===== src/rtl/hazard_controller_pkg.sv =====
// Shared encodings for the pipeline hazard controller: FSM states, forwarding
// selects, pipe-control bundles and the register-match helper.
package hazard_controller_pkg;

  typedef enum logic {
    RUN   = 1'b0,
    STALL = 1'b1
  } state_e;

  localparam logic [1:0] FWD_RF    = 2'b00;
  localparam logic [1:0] FWD_MEMWB = 2'b01;
  localparam logic [1:0] FWD_EXMEM = 2'b10;

  localparam logic [4:0] REG_ZERO = 5'd0;

  typedef struct packed {
    logic pc_enable;
    logic ifid_enable;
    logic ifid_flush;
    logic idex_flush;
    logic exmem_flush;
  } pipe_ctrl_t;

  localparam pipe_ctrl_t CTRL_OFF      = '{1'b0, 1'b0, 1'b0, 1'b0, 1'b0};
  localparam pipe_ctrl_t CTRL_RUN      = '{1'b1, 1'b1, 1'b0, 1'b0, 1'b0};
  localparam pipe_ctrl_t CTRL_STALL    = '{1'b0, 1'b0, 1'b0, 1'b1, 1'b0};
  localparam pipe_ctrl_t CTRL_REDIRECT = '{1'b1, 1'b1, 1'b1, 1'b1, 1'b1};

  // A producer only matters if it writes a real register; $zero is never forwarded.
  function automatic logic reg_match(input logic       write,
                                     input logic [4:0] rd,
                                     input logic [4:0] src);
    return write && (rd != REG_ZERO) && (rd == src);
  endfunction

endpackage


===== src/rtl/hazard_controller_forward_unit.sv =====
// Operand forwarding select for one ALU input; the youngest producer (EX/MEM) wins.
module forward_unit
  import hazard_controller_pkg::*;
(
  input  logic [4:0] src,
  input  logic       exmem_reg_write,
  input  logic [4:0] exmem_rd,
  input  logic       memwb_reg_write,
  input  logic [4:0] memwb_rd,
  output logic [1:0] sel
);

  // NOTE: sel gets a default before any branch so no path leaves it unassigned (no latch).
  always_comb begin
    sel = FWD_RF;
    if (reg_match(exmem_reg_write, exmem_rd, src)) begin
      sel = FWD_EXMEM;
    end else if (reg_match(memwb_reg_write, memwb_rd, src)) begin
      sel = FWD_MEMWB;
    end
  end

endmodule


===== src/rtl/hazard_controller.sv =====
// Pipeline hazard controller: load-use stall FSM, redirect flushing, operand
// forwarding and saturating stall/redirect event counters.
module hazard_controller
  import hazard_controller_pkg::*;
#(
  parameter int LOAD_STALL_CYCLES = 1,
  parameter int CNT_WIDTH         = 16
) (
  input  logic                 clk,
  input  logic                 reset,
  input  logic [4:0]           id_rs,
  input  logic [4:0]           id_rt,
  input  logic                 id_uses_rt,
  input  logic [4:0]           ex_rs,
  input  logic [4:0]           ex_rt,
  input  logic                 idex_mem_read,
  input  logic [4:0]           idex_rd,
  input  logic                 exmem_reg_write,
  input  logic [4:0]           exmem_rd,
  input  logic                 memwb_reg_write,
  input  logic [4:0]           memwb_rd,
  input  logic                 redirect,
  input  logic                 cnt_clear,
  output logic                 pc_enable,
  output logic                 ifid_enable,
  output logic                 ifid_flush,
  output logic                 idex_flush,
  output logic                 exmem_flush,
  output logic [1:0]           fwd_a,
  output logic [1:0]           fwd_b,
  output logic                 busy,
  output logic [CNT_WIDTH-1:0] stall_count,
  output logic [CNT_WIDTH-1:0] redirect_count
);

  localparam logic [1:0]           STALL_INIT = 2'(LOAD_STALL_CYCLES - 1);
  localparam logic [CNT_WIDTH-1:0] CNT_MAX    = '1;

  state_e     state;
  logic [1:0] scnt;
  logic       lu;
  logic       stall_resp;
  logic [1:0] fwd_a_sel;
  logic [1:0] fwd_b_sel;
  pipe_ctrl_t ctrl;

  forward_unit u_fwd_a (
    .src             (ex_rs),
    .exmem_reg_write (exmem_reg_write),
    .exmem_rd        (exmem_rd),
    .memwb_reg_write (memwb_reg_write),
    .memwb_rd        (memwb_rd),
    .sel             (fwd_a_sel)
  );

  forward_unit u_fwd_b (
    .src             (ex_rt),
    .exmem_reg_write (exmem_reg_write),
    .exmem_rd        (exmem_rd),
    .memwb_reg_write (memwb_reg_write),
    .memwb_rd        (memwb_rd),
    .sel             (fwd_b_sel)
  );

  assign lu = reg_match(idex_mem_read, idex_rd, id_rs) |
              reg_match(idex_mem_read & id_uses_rt, idex_rd, id_rt);

  // Once in STALL the bubble count is fixed; a redirect always overrides the stall.
  assign stall_resp = !redirect && ((state == STALL) || lu);

  always_comb begin
    ctrl = CTRL_RUN;
    if (!reset) begin
      ctrl = CTRL_OFF;
    end else if (redirect) begin
      ctrl = CTRL_REDIRECT;
    end else if (stall_resp) begin
      ctrl = CTRL_STALL;
    end
  end

  assign {pc_enable, ifid_enable, ifid_flush, idex_flush, exmem_flush} = ctrl;
  assign fwd_a = reset ? fwd_a_sel : FWD_RF;
  assign fwd_b = reset ? fwd_b_sel : FWD_RF;
  assign busy  = (state == STALL);

  // NOTE: sequential state uses non-blocking assignments so every register samples pre-edge values.
  always_ff @(posedge clk or negedge reset) begin
    if (!reset) begin
      state <= RUN;
      scnt  <= 2'd0;
    end else if (redirect) begin
      state <= RUN;
      scnt  <= 2'd0;
    end else begin
      case (state)
        RUN: begin
          if (lu && (LOAD_STALL_CYCLES > 1)) begin
            state <= STALL;
            scnt  <= STALL_INIT;
          end
        end
        STALL: begin
          scnt <= scnt - 2'd1;
          if (scnt == 2'd1) begin
            state <= RUN;
          end
        end
        default: begin
          state <= RUN;
          scnt  <= 2'd0;
        end
      endcase
    end
  end

  always_ff @(posedge clk or negedge reset) begin
    if (!reset) begin
      stall_count    <= '0;
      redirect_count <= '0;
    end else if (cnt_clear) begin
      stall_count    <= '0;
      redirect_count <= '0;
    end else begin
      if (stall_resp && (stall_count != CNT_MAX)) begin
        stall_count <= stall_count + CNT_WIDTH'(1);
      end
      if (redirect && (redirect_count != CNT_MAX)) begin
        redirect_count <= redirect_count + CNT_WIDTH'(1);
      end
    end
  end

endmodule


===== config.mk =====
export PLATFORM = sky130hd
export DESIGN_NAME = hazard_controller
export DESIGN_NICKNAME = d
export VERILOG_FILES = /design/src/rtl/hazard_controller_pkg.sv /design/src/rtl/hazard_controller_forward_unit.sv /design/src/rtl/hazard_controller.sv
export SDC_FILE = /design/constraint.sdc
export NUM_CORES = 1
export LEC_CHECK = 0
export CAP_MARGIN = 30
export CORE_AREA = 4 4 87 89
export CTS_BUF_LIST = sky130_fd_sc_hd__clkbuf_8
export DETAILED_ROUTE_END_ITERATION = 6
export DIE_AREA = 0 0 91 93
export PLACE_DENSITY = 0.76
export SETUP_SLACK_MARGIN = 0.05
export SYNTH_ARGS = -nofsm -noshare
export SYNTH_HDL_FRONTEND = slang
export SYNTH_SLANG_ARGS = --single-unit

===== constraint.sdc =====
create_clock -name clk -period 2.08 [get_ports clk]
set_clock_uncertainty 0.05 [all_clocks]
set_input_delay 0.312 -clock clk [delete_from_list [all_inputs] [get_ports clk]]
set_output_delay 0.312 -clock clk [all_outputs]
set_load 0.02 [all_outputs]

==> results.toml <==
[outcome]
status = "completed"

[clock_tree]
cts_tree = "yes"
cts-root-buf = "clkbuf_8"
clk_pin_slew_ns = 0.07
cts_sinks = 35
cts_inserted_buffers = 5
clk_path_buf_depth = 2
htree_num_levels = 2
hold_buffers = 0
clk-insertion-delay-late_ns = 0.28

[layout]
final_cell_mix = "clkdlybuf4s50_1, buf_4, dfrtp_1"
seq_area_sq_um = 879.6
layout_commonest_cell = "clkdlybuf4s50_1"
fill_cells = 637
nets = 427
syn2layout_area_growth_pct = 59.42
diodes = 0
multiInputGateArea_sq_mm = 0.001501
drive_gt1_frac = 0.2670

[detailed_routing]
drt_iter0_drc = 75
ant_nets = 0
wl_per_cell_microns = 14.83
viasPerCell = 5.143
route.detailed.drc = 0
drt-total-wl_microns = 6853
num_vias = 2376
first_pass_iters = 4

[job]
cap_violations = 0

[grt]
antenna_found_initial = 0
gr-total-overflow = 0
grt_use_total = 0.1545
grt_pass1_wl_microns = 10900
grt_pass1_vias = 2381
grt_max_degree = 41

[sta]
fmax_mhz = 494.0
finalMaxSlewViolations = 0
hold_violations = 0
worstMarginPinSlew_ns = 0.4936
relSlewSlack = 0.6709
fin_crit_sh = 0.9733
fin_ws_ns = 0.05561
rsz0062_at_grt = "yes"
fin_crit_ns = 2.024
tns_ns = 0
setup_viol = 0

[critical_path]
worstSetupPathType = "in2out"
critPathLaunchType = "input pin"
path_max_fanout = 2
r2r_slack_ns = 0.11
worstPathArrival_ns = 1.66
required_ns = 1.72
endpoint_kind = "output pin"

[synth]
synth.avg_cell_area_sq_um = 8.825
ys_ff_latch = 35
syn_nets = 308
dominantRegCellSynth = "dfrtp_1"
synthArstFlopShare = 1.000
synth_cell_types = 40
synthCells = 262
yosysSeqAreaShare = 0.3788
yosysWarnings = 0
netlist_area_sq_mm = 0.002312
synth_edf_count = 0

[place]
numPortBuffers = 84
dp_hpwl_microns = 5073
gp_congestion = 0.8140
dp_slack_ns = -0.8220

[pwr]
ir_drop_uv = 293.8
leakagePower_nw = 1.558
powerDensity_mw_per_mm2 = 392.4
p_total_w = 0.001446

[die]
start_util = 0.3422
core-area_sq_mm = 0.006756
rows = 30
die_area_sq_mm = 0.008463
io_pins = 85
fp.dieH_microns = 93
die_x_microns = 91

[hold_path]
hp-class = "in2async"
## area by class of cell
class | count | area share
clock buffers | 5 | 0.01867
repair buffers | 124 | 0.2997
well taps | 80 | 0.02716
inverters | 5 | 0.005092
flip-flops and latches | 35 | 0.2386
clock inverters | 3 | 0.003394
multi-input cells | 210 | 0.4073
## repair_timing
item | in CTS | in global routing
gates cloned | 0 | 1
pin swaps | 20 | 22
gates resized for setup | 115 | 48
setup endpoints to repair | 23 | 21
setup buffers | 1 | 1
## cells by family after synthesis
group                    share of synthesized area
AND/OR/NAND/NOR                             0.2722
AO/OA/AOI/OAI                               0.1147
XOR/XNOR                                    0.1667
flip-flops                                  0.3788
buffers and inverters                      0.03787
multiplexers                               0.01353
adder cells (fa/ha/maj)                    0.01624
## critical path: stages
cell and delay (ns):
buf_6 0.09, buf_6 0.11, xor2_1 0.15, or4_4 0.55, nor4_4 0.27, buf_4 0.18
## registers in the layout, summed over array words and instances, names as in the netlist
name	count
redirect_count	16
scnt	2
stall_count	16
busy	1
## cells in the mapped netlist (all sizes together) (6+ instances only)
library cell | number | area share
nand4 | 14 | 0.038
or3 | 13 | 0.035
nor4 | 9 | 0.027
a21oi | 18 | 0.039
o21ai | 15 | 0.032
nand3 | 15 | 0.035
dfrtp | 35 | 0.38
clkbuf | 6 | 0.0097
buf | 6 | 0.020
xor2 | 28 | 0.11
xnor2 | 16 | 0.061
nand2 | 13 | 0.021
nor2 | 26 | 0.042
## stage by stage
stage | cell area, sq um | utilization | instances | hold slack, ns
CTS | 3600 | 0.5328 | 460 | 0.07683
global route | 3686 | 0.5456 | 462 | 0.1075
global placement | 3471 | 0.5137 | 451 | 0.3805
floorplan | 2326 | - | 262 | -0.03359
detailed placement | 3471 | 0.5137 | 451 | 0.3839
finish | 3686 | 0.5456 | 462 | 0.06470
## path summary, 6_finish.rpt
check                                           start                           to  cells past startpoint
max                                       memwb_rd[3]                     fwd_b[0]                      6
min                                             reset  stall_count[12]$_DFFE_PN0P_                      2
max reg2reg                stall_count[0]$_DFFE_PN0P_  stall_count[12]$_DFFE_PN0P_                      8
min reg2reg                       scnt[1]$_DFFE_PN0P_          scnt[1]$_DFFE_PN0P_                      2
max in group asynchronous                       reset   stall_count[6]$_DFFE_PN0P_                      2
min in group clk                  scnt[1]$_DFFE_PN0P_          scnt[1]$_DFFE_PN0P_                      2
## routing by layer
metal / wire [microns] / vias to the layer above / GRT usage
met5: 0 / - / 0
met4: 27 / 0 / 0.02764
met3: 303 / 2 / 0.02816
met2: 3838 / 50 / 0.3004
met1: 2684 / 1146 / 0.1768
li1: - / 1178 / -
## power by group
group	total (W)	switching, W	leakage, nW	internal [W]
logic	0.000304	0.000150	1.02	0.000154
registers	0.000690	0.00000545	0.483	0.000685
clock network	0.000452	0.000227	0.0505	0.000225
total	0.00145	0.000383	1.56	0.00106
(Power assumes the default switching activity.)
